===== src/rtl/servo_pkg.sv =====
// Shared timing constants for the hobby-servo PWM generator.
// Defaults assume a 50 MHz clock and a 20 ms PWM frame.
package servo_pkg;

    localparam int CONTAGEM_MAXIMA = 1_000_000;
    localparam int BITS_CONTADOR   = 20;

    // Pulse width = 1 ms + angle/180 ms, for angles 20..160 degrees in 20 degree steps
    localparam int LARGURA_000 = 55_556;
    localparam int LARGURA_001 = 61_111;
    localparam int LARGURA_010 = 66_667;
    localparam int LARGURA_011 = 72_222;
    localparam int LARGURA_100 = 77_778;
    localparam int LARGURA_101 = 83_333;
    localparam int LARGURA_110 = 88_889;
    localparam int LARGURA_111 = 94_444;

endpackage


===== src/rtl/contador_m.sv =====
// Free-running modulo-M up-counter with async active-low reset.
// fim flags the terminal count (q == M-1), the cycle before the wrap.
module contador_m
    import servo_pkg::*;
#(
    parameter int M = CONTAGEM_MAXIMA,
    parameter int N = BITS_CONTADOR
) (
    input  logic         clock,
    input  logic         reset,
    output logic [N-1:0] q,
    output logic         fim
);

    localparam logic [N-1:0] ULTIMO = N'(M - 1);

    logic [N-1:0] q_q;
    logic [N-1:0] q_d;

    always_comb begin
        q_d = q_q + N'(1);
        if (q_q == ULTIMO) begin
            q_d = '0;
        end
    end

    always_ff @(posedge clock or negedge reset) begin
        if (!reset) begin
            q_q <= '0;
        end else begin
            q_q <= q_d;
        end
    end

    assign q   = q_q;
    assign fim = (q_q == ULTIMO);

endmodule


===== src/rtl/controle_servo_3.sv =====
// 50 Hz servo PWM: the 3-bit position selects one of eight pulse widths.
// Width is latched only at the frame boundary so pulses are never cut or stretched.
module controle_servo_3 #(
    parameter int CONTAGEM_MAXIMA = servo_pkg::CONTAGEM_MAXIMA,
    parameter int BITS_CONTADOR   = servo_pkg::BITS_CONTADOR,
    parameter int LARGURA_000     = servo_pkg::LARGURA_000,
    parameter int LARGURA_001     = servo_pkg::LARGURA_001,
    parameter int LARGURA_010     = servo_pkg::LARGURA_010,
    parameter int LARGURA_011     = servo_pkg::LARGURA_011,
    parameter int LARGURA_100     = servo_pkg::LARGURA_100,
    parameter int LARGURA_101     = servo_pkg::LARGURA_101,
    parameter int LARGURA_110     = servo_pkg::LARGURA_110,
    parameter int LARGURA_111     = servo_pkg::LARGURA_111
) (
    input  logic       clock,
    input  logic       reset,
    input  logic [2:0] posicao,
    output logic       controle,
    output logic       db_reset,
    output logic [2:0] db_posicao,
    output logic       db_controle
);

    logic [BITS_CONTADOR-1:0] conta;
    logic                     fim;
    logic [BITS_CONTADOR-1:0] largura_tab;
    logic [BITS_CONTADOR-1:0] largura_q;
    logic [BITS_CONTADOR-1:0] largura_d;
    logic                     controle_q;
    logic                     controle_d;

    contador_m #(
        .M(CONTAGEM_MAXIMA),
        .N(BITS_CONTADOR)
    ) u_contador (
        .clock(clock),
        .reset(reset),
        .q    (conta),
        .fim  (fim)
    );

    always_comb begin
        largura_tab = BITS_CONTADOR'(LARGURA_000);
        case (posicao)
            3'b000: largura_tab = BITS_CONTADOR'(LARGURA_000);
            3'b001: largura_tab = BITS_CONTADOR'(LARGURA_001);
            3'b010: largura_tab = BITS_CONTADOR'(LARGURA_010);
            3'b011: largura_tab = BITS_CONTADOR'(LARGURA_011);
            3'b100: largura_tab = BITS_CONTADOR'(LARGURA_100);
            3'b101: largura_tab = BITS_CONTADOR'(LARGURA_101);
            3'b110: largura_tab = BITS_CONTADOR'(LARGURA_110);
            3'b111: largura_tab = BITS_CONTADOR'(LARGURA_111);
        endcase
    end

    // Registered compare keeps the servo pin glitch-free; one cycle behind conta.
    always_comb begin
        largura_d  = fim ? largura_tab : largura_q;
        controle_d = (conta < largura_q);
    end

    always_ff @(posedge clock or negedge reset) begin
        if (!reset) begin
            largura_q  <= BITS_CONTADOR'(LARGURA_000);
            controle_q <= 1'b0;
        end else begin
            largura_q  <= largura_d;
            controle_q <= controle_d;
        end
    end

    assign controle    = controle_q;
    assign db_reset    = reset;
    assign db_posicao  = posicao;
    assign db_controle = controle_q;

endmodule


===== config.mk =====
export PLATFORM = sky130hd
export DESIGN_NAME = controle_servo_3
export DESIGN_NICKNAME = d
export VERILOG_FILES = /design/src/rtl/servo_pkg.sv /design/src/rtl/contador_m.sv /design/src/rtl/controle_servo_3.sv
export SDC_FILE = /design/constraint.sdc
export NUM_CORES = 1
export LEC_CHECK = 0
export BUFFER_PORTS_ARGS = -buffer_cell sky130_fd_sc_hd__buf_4
export CAP_MARGIN = 20
export CELL_PAD_IN_SITES_DETAIL_PLACEMENT = 1
export CELL_PAD_IN_SITES_GLOBAL_PLACEMENT = 1
export CORE_MARGIN = 3
export CORE_UTILIZATION = 45
export CTS_CLUSTER_DIAMETER = 120
export DETAILED_ROUTE_END_ITERATION = 6
export GPL_TIMING_DRIVEN = 0
export MAX_ROUTING_LAYER = met4
export PLACE_DENSITY = 0.82
export SLEW_MARGIN = 5
export SYNTH_ARGS = -nofsm -noshare
export SYNTH_HDL_FRONTEND = slang
export SYNTH_SLANG_ARGS = --single-unit

===== constraint.sdc =====
create_clock -name clock -period 3.8 [get_ports clock]
set_clock_uncertainty 0.1 [all_clocks]
set_input_delay 0.38 -clock clock [delete_from_list [all_inputs] [get_ports clock]]
set_output_delay 0.38 -clock clock [all_outputs]
set_load 0.005 [all_outputs]

Word-level counts from Yosys, hierarchy flattened
Memories as Yosys holds them, arrays and structs flattened. A register that Yosys moved wholly into a read port is not among the register bits.
Cells that the tools add are included.
W data, S select, Z words.
- add/sub/neg operators: 1
- $lt $le $gt $ge: 1
- eq/ne operators: 1
- muxes and demuxes: 1
- reductions and logical operators: 1
- operator list (operator ; number):
    $add A20 B1 Y20 const B ; 1
    $eq A20 B20 Y1 const B ; 1
    $lt A20 B20 Y1 ; 1
    $mux W20 ; 1
    $logic_not A1 Y1 ; 1
- register bits: 41
- memory bits (read-only): 136
- output and inout port bits: 6
- memories kept: 1
- memories (name ; depth ; bits a word ; read ports ; clocked after Yosys merged registers in ; write ports ; RTL line ; source):
    (no name shown) ; 8 ; 17 ; 1 ; 1 ; 0 ; controle_servo_3.sv:44 ; case (posicao)

Longest topological paths before layout
Gate-level depths: netlist of the first run.
- depth after elaboration: 2
- depth in mapped cells: 6

Cells and area by module
Synthesis of the first run repeated with hierarchy kept, for this count alone.
- cells, all modules: 233
- area, all modules: 2245.9 sq um
- by module, submodules not included (module ; times used ; cells an instance ; area an instance (sq um) ; seq. area each (sq um)):
    controle_servo_3 ; 1 ; 136 ; 1199.9 ; 432.9
    contador_m ; 1 ; 97 ; 1046.0 ; 500.5

Worst setup path before layout of the first run
Ideal clock, no wire load.
- path type: reg2reg
- from: register u_contador.q_q[0] (netlist: u_contador.q[0])
- to: register largura_q[5]
- library setup time: 0.125 ns
- data arrival time: 1.684 ns
- data required time: 3.575 ns
- setup slack: 1.891 ns
- stages on the path, launching flop included: 7
- path buffers: 1
- path through: dfrtp_1 > ha_1 > nand2_1 > or3_4 > nor2_4 > buf_6 > mux2_2
- longest elaborated chain between the ends: 1
- ends and longest elaborated chain (what ; RTL line ; source):
    start, declared ; contador_m.sv:17 ; logic [N-1:0] q_q;
    start signal, assigned ; contador_m.sv:31 ; q_q <= q_d;
    $eq A20 B20 Y1 ; contador_m.sv:36 ; assign fim = (q_q == ULTIMO);
    end, declared ; controle_servo_3.sv:27 ; logic [BITS_CONTADOR-1:0] largura_q;
No other way between the ends.
A chain may end at the register's enable or synchronous reset.

Worst setup path in the final report of the first run
- from: register u_contador.q_q[1] (netlist: u_contador.q[1])
- to: register largura_q[7]
The elaborated chain is that of the path after synthesis.

==> summary.md, run 1 <==
| Metric | Value |
|---|---|
| Most frequent cells in the layout | `dfrtp_1, ha_1, inv_1, nor2_1, buf_4` |
| Port buffer count | `10` |
| CTS Buf Count | `5` |
| Post-CTS Resized | `0` |
| Top cell type's share of synthesized area | `34.3%` |
| Crit. path cell count | `6` |
| Arrival @ worst endpoint | `2.22 ns` |
| GRT Total Usage | `19.6%` |
| Sequential area share after synthesis | `41.3%` |
| Syn_area_per_cell | `10.1 um2` |
| Endpoints failing setup | `0` |
| Layout area overhead | `11.5%` |
| Nets@finish | `270` |
| Height of the die | `76.9 um` |
| Via count | `1642` |
| CORE AREA | `4790 um2` |
| Worst-path maximum fanout | `10` |
| Tcrit/Tclk final | `56.6%` |
| Clock-pin slew on the worst setup and hold paths | `0.07 ns` |
| Seq cells post-synth | `37` |
| Buf/Inv on CP | `1` |
| Final Hold Slack | `0.363 ns` |
| DIE WIDTH | `76.9 um` |
| First-pass DRT Iterations | `4` |
| Grt ovf | `0` |
| CP required | `3.87 ns` |
| CP peak stage delay | `0.43 ns` |
| Worst slew margin relative to its limit | `56.6%` |
| LEAKAGE | `1.20 nW` |
| Detail Route Antenna Nets | `0` |
| Final hold vios | `0` |
| Net Count, Synth | `252` |
| Commonest non-fill, non-tap cell in the layout | `dfrtp_1` |
| Worst-Skew Late Latency | `0.30 ns` |
| CP delay by family, top | `simple AND/OR/NAND/NOR gates` |
| Synth Cell Area | `2260 um2` |
| Reg2reg path depth | `6` |
| Worst R2R Setup Slack | `1.65 ns` |
| Die area | `5910 um2` |
| Pwr Density | `293 nW/um2` |
| Site Rows | `25` |
| Diode count | `0` |
| EDFF count, synth | `0` |
| Worst hold path depth | `3` |
| Post-route DRC | `0` |
| Antenna violations before repair | `0` |
| RR Endpoint | `largura_q[7]` |
| CP Class | `reg -> reg` |
| I/O pin cnt | `11` |
| CTS Root Cell | `clkbuf_8` |
| CP cell instances | `ha_1, nand2_1, or3_4, nor2_4, buf_6, mux2_2` |
| Setup TNS | `0 ns` |
| Post-CTS Setup Bufs | `0` |
| Layout cells sized above 1 | `19.8%` |
| Top cells by area, synth | `dfrtp_1, ha_1, dfstp_2, inv_1, mux2i_1` |
| FF+latch area | `933 um2` |
| H-tree levels | `2` |
| Vias in the first global route | `1802` |
| Max-cap violations | `0` |
| Worst min path class | `in -> reg` |
| DR vias/cell | `5.30` |
| Number of distinct library cells after synthesis | `43` |
| Filler instances | `558` |
| Primary FF master, synth | `dfrtp_1` |
| CTS tree | `built` |
| Mapped Cells | `224` |
| Initial DRC Count | `45` |
| Slew @ Worst Pin | `0.645 ns` |
| Synth async-reset ratio | `100%` |
| Maximum vdd ir drop | `0.204 mV` |
| Pin count of the biggest net entering global routing | `39` |
| Crit Reg-Reg Startpoint | `u_contador.q[1]` |
| Wire per inst | `16.0 um` |
| Slowest CP cell | `dfrtp_1` |
| RSZ-0062 raised after global routing | `false` |
| Hold EP | `largura_q[16]` |
| Critical Path End Type | `register` |
| Routability-driven placement congestion ratio | `0.853` |
| Clk sinks | `37` |
| Post-Route WL | `4.95 mm` |
| Count of final max-slew check failures | `0` |
| Initial Utilization | `47.2%` |
| CP Launch Type | `register` |
| Power, Total | `0.738 mW` |
| Clock buffer depth | `2` |
| Detail Placement HPWL | `3.71 mm` |
| Fmax | `465 MHz` |
| Leading area contributor after synthesis | `dfrtp_1` |
| Post-layout min period | `2.15 ns` |
| Area taken by multi-input logic gates | `1170 um2` |
| Status | `complete, no violations` |
| Worst Hold Launch | `posicao[1]` |
| First-pass GRT wire length | `8.90 mm` |
| Warning count from the yosys run | `0` |
report_power, final:
group          switching, mW  internal (mW)  total (mW)
Clock                  0.140          0.148       0.288
Combinational         0.0296         0.0201      0.0496
Sequential           0.00175          0.399       0.401
through the flow:
step	setup slack (ns)	instances	utilization, %	instance area, um2
final	1.65	310	52.6	2520
after global routing	1.50	310	52.6	2520
after floorplan	1.89	224	-	2260
after detailed placement	1.63	301	50.5	2420
after global placement	1.68	301	50.5	2420
after CTS	1.62	310	52.6	2520
routing by layer:
metal | track usage, % | wire length [um] | vias up | part of all wire [%]
met3 | 4.23 | 96 | 9 | 1.9
met1 | 24.2 | 2290 | 811 | 46
met5 | - | 0 | - | 0
met4 | 5.62 | 81 | 0 | 1.6
met2 | 32.2 | 2480 | 14 | 50
li1 | - | - | 808 | -
registers in the layout, summed over array words and instances (netlist names):
register      flops
controle          1
u_contador.q     20
largura_q        16
worst max-delay path by stage:
stage	start	end	slack [ns]
after global routing	u_contador.q[0]	largura_q[7]	1.50
after CTS	u_contador.q[0]	largura_q[7]	1.62
after global placement	u_contador.q[0]	largura_q[5]	1.68
after floorplan	u_contador.q[0]	largura_q[5]	1.89
final	u_contador.q[1]	largura_q[7]	1.65
after detailed placement	u_contador.q[0]	largura_q[7]	1.63
worst register-to-register path, stage by stage, from the launching register on:
cell	delay, ns
dfrtp_1	0.43
ha_1	0.28
nand2_1	0.14
or3_4	0.40
nor2_4	0.16
buf_6	0.18
mux2_2	0.35
area by class of cell:
class                           count  area share, %
Inverter                           22           3.28
Buffer                             11           2.83
Timing Repair Buffer               11           3.38
Multi-Input combinational cell    154           46.5
Tap cell                           67           3.33
Clock buffer                        8           3.58
Sequential cell                    37           37.1
kinds of logic after synthesis:
group	count (synthesis)	share of synthesized area (%)
AND/OR/NAND/NOR	71	18.1
adder cells (fa/ha/maj)	23	12.7
XOR/XNOR	14	5.43
multiplexers	16	7.70
AO/OA/AOI/OAI	30	7.92
buffers and inverters	33	6.81
flip-flops	37	41.3
Yosys cell counts (5+ instances only):
cell,instances
dfrtp_1,31
buf_4,5
nand3_1,8
nand4_1,6
nor2_1,16
mux2i_1,8
inv_1,22
nor4_1,5
o21ai_0,6
xor2_1,5
ha_1,23
mux2_2,7
xnor2_1,9
dfstp_2,6
a21oi_1,12
nor3_1,7
nand2_1,9
repair_timing:
item	in CTS	in global routing
endpoints found under the hold margin	31	0
hold buffers	1	0
setup endpoints to repair	0	0
Note: power is estimated with default switching activity, not from simulation.
==> run 2: changes to the inputs <==
clock period = 2 ns   (was 3.8 ns; I/O delays follow)
==> summary.md, run 2 (same netlist as run 1, synthesis figures left out) <==
| Metric | Value |
|---|---|
| Filler instances | `555 (-0.54%)` |
| Pin count of the biggest net entering global routing | `39 (unchanged)` |
| Layout cells sized above 1 | `22.9% (+3.1 points)` |
| Post-layout min period | `2.01 ns (-0.139 ns)` |
| Power, Total | `1.40 mW (+90%)` |
| Tcrit/Tclk final | `101% (+44 points)` |
| Clk sinks | `37 (unchanged)` |
| RSZ-0062 raised after global routing | `true` |
| Diode count | `0 (unchanged)` |
| CTS Buf Count | `5 (unchanged)` |
| H-tree levels | `2 (unchanged)` |
| Combinational Power Share | `6.7% (about the same)` |
| Grt ovf | `0 (unchanged)` |
| Max-cap violations | `0 (unchanged)` |
| Vias in the first global route | `1803 (+0.055%)` |
| Wire length on met2 | `2.59 mm (+4.5%)` |
| Final hold vios | `0 (unchanged)` |
| Count of final max-slew check failures | `0 (unchanged)` |
| Via count | `1669 (+1.6%)` |
| Slew @ Worst Pin | `0.488 ns (-0.157 ns)` |
| DR vias/cell | `5.28 (-0.29%)` |
| Most frequent cells in the layout | `dfrtp_1, inv_1, ha_1, buf_4, nor2_1` |
| CORE AREA | `4790 um2 (unchanged)` |
| Buf/Inv on CP | `2 (+1)` |
| First-pass DRT Iterations | `4 (unchanged)` |
| Wire per inst | `16.0 um (+0.24%)` |
| Clock buffer depth | `2 (unchanged)` |
| CP peak stage delay | `0.39 ns (-0.04 ns)` |
| Worst slew margin relative to its limit | `67.5% (+11 points)` |
| Worst min path class | `in -> reg` |
| FF+latch area | `933 um2 (unchanged)` |
| Sw frac | `23.3% (+0.088 points)` |
| Status | `finished, violations left` |
| Height of the die | `76.9 um (unchanged)` |
| Arrival @ worst endpoint | `2.08 ns (-0.14 ns)` |
| CP cell instances | `buf_2, nor4b_4, nand4_2, nor2_4, buf_8, mux2_2` |
| CTS tree | `built` |
| Final instance area | `2600 um2 (+3.4%)` |
| CTS Root Cell | `clkbuf_8` |
| CP Class | `reg -> reg` |
| CP delay by family, top | `simple AND/OR/NAND/NOR gates` |
| Post-route DRC | `0 (unchanged)` |
| Sequential power share | `54.2% (about the same)` |
| Worst-path maximum fanout | `10 (unchanged)` |
| Critical Path End Type | `register` |
| Endpoints failing setup | `4 (+4)` |
| CP required | `2.07 ns (-1.80 ns)` |
| Die area | `5910 um2 (unchanged)` |
| GRT Total Usage | `19.7% (+0.13 points)` |
| Area taken by multi-input logic gates | `1210 um2 (+2.9%)` |
| Reg2reg path depth | `6 (unchanged)` |
| CP Launch Type | `register` |
| Routability-driven placement congestion ratio | `0.853 (unchanged)` |
| Crit. Startpoint | `u_contador.q[11]` |
| Site Rows | `25 (unchanged)` |
| NetSw | `0.326 mW (+91%)` |
| Detail Placement HPWL | `3.71 mm (unchanged)` |
| Initial DRC Count | `35 (-22%)` |
| First-pass GRT wire length | `8.95 mm (+0.54%)` |
| Maximum vdd ir drop | `0.389 mV (+90%)` |
| LEAKAGE | `1.24 nW (+3.4%)` |
| Final WS setup | `-0.0110 ns (-1.66 ns)` |
| Failing checks | `setup timing` |
| Clk pwr share | `39.0% (about the same)` |
| Commonest non-fill, non-tap cell in the layout | `dfrtp_1` |
| Detail Route Antenna Nets | `0 (unchanged)` |
| Post-Route WL | `5.05 mm (+2.2%)` |
| Internal | `1.08 mW (+90%)` |
| DIE WIDTH | `76.9 um (unchanged)` |
| Met3 wire length | `98 um (+2.1%)` |
| RR Endpoint | `largura_q[7]` |
| Crit. path cell count | `6 (unchanged)` |
| Top layer used by detailed routing | `met4` |
| Pwr Density | `539 nW/um2 (+84%)` |
| Port buffer count | `10 (unchanged)` |
| DP Area | `2420 um2 (unchanged)` |
| Worst R2R Setup Slack | `-0.01 ns (-1.66 ns)` |
| Fmax | `497 MHz (+6.9%)` |
| Met1 wire length | `2.30 mm (+0.57%)` |
| Crit path to | `largura_q[7]` |
| Layout area overhead | `15.2%` |
| Antenna violations before repair | `0 (unchanged)` |
| I/O pin cnt | `11 (unchanged)` |
| Slowest CP cell | `dfrtp_1` |
| Max reg flops | `20 (unchanged)` |
| Initial Utilization | `47.2% (unchanged)` |
| Worst-Skew Late Latency | `0.30 ns (about the same)` |
| Crit Reg-Reg Startpoint | `u_contador.q[11]` |
| Nets@finish | `276 (+2.2%)` |
| Clock-pin slew on the worst setup and hold paths | `0.08 ns (about the same)` |
-- run 2: timing repair --
action | in CTS | in global routing
hold buffers | 1 | 0
endpoints found under the hold margin | 31 | 0
setup endpoints to repair | 15 | 13
buffers inserted | 3 | 3
gates resized for setup | 4 | 3
pin swaps | 1 | 3
-- run 2: cell type report --
cell class | instances | area share [%]
Clock buffer | 8 | 3.46
Timing Repair Buffer | 17 | 5.00
Tap cell | 67 | 3.22
Sequential cell | 37 | 35.8
Inverter | 22 | 3.17
Buffer | 11 | 2.98
Multi-Input combinational cell | 154 | 46.3
-- run 2: per-layer routing --
| metal | vias up | track usage, % |
|---|---|---|
| li1 | 821 | - |
| met1 | 825 | 24.2 |
| met3 | 9 | 4.34 |
| met5 | - | - |
| met2 | 14 | 32.8 |
| met4 | 0 | 5.07 |
-- run 2: metrics by stage --
| step | instances | util (%) | setup slack [ns] | setup TNS [ns] | hold WS [ns] |
|---|---|---|---|---|---|
| 2_1_floorplan | 224 | - | 0.0908 | 0 | -0.196 |
| 4_1_cts | 313 | 53.6 | 0.00324 | 0 | 0.175 |
| 3_3_place_gp | 301 | 50.5 | -0.125 | -0.757 | 0.0969 |
| 5_1_grt | 316 | 54.4 | -0.0945 | -0.458 | 0.215 |
| 3_5_place_dp | 301 | 50.5 | -0.170 | -1.17 | 0.0996 |
| 6_report | 316 | 54.4 | -0.0110 | -0.0279 | 0.186 |
-- run 2: power by group through the flow --
stage          clock (mW)  sequential (mW)  combinational (mW)
2_1_floorplan           0            0.774              0.0477
3_3_place_gp            0            0.775              0.0891
3_5_place_dp            0            0.775              0.0921
4_1_cts             0.565            0.761              0.0958
5_1_grt             0.599            0.762               0.109
6_report            0.548            0.761              0.0947
-- run 2: worst min-delay path by stage --
stage,start,end,slack [ns],cells past startpoint
floorplan,reset,controle,-0.20,0
global placement,reset,u_contador.q[18],0.1,1
detailed placement,reset,u_contador.q[18],0.1,1
CTS,posicao[1],largura_q[16],0.17,3
global route,posicao[1],largura_q[16],0.22,3
finish,posicao[1],largura_q[16],0.19,3
-- run 2: tightest hold or removal path, delay by kind of cell --
kind / cells / cell delay [ns]
and+or+nand+nor: 1 / 0.08
muxes: 1 / 0.13
buffers and inverters: 1 / 0.12
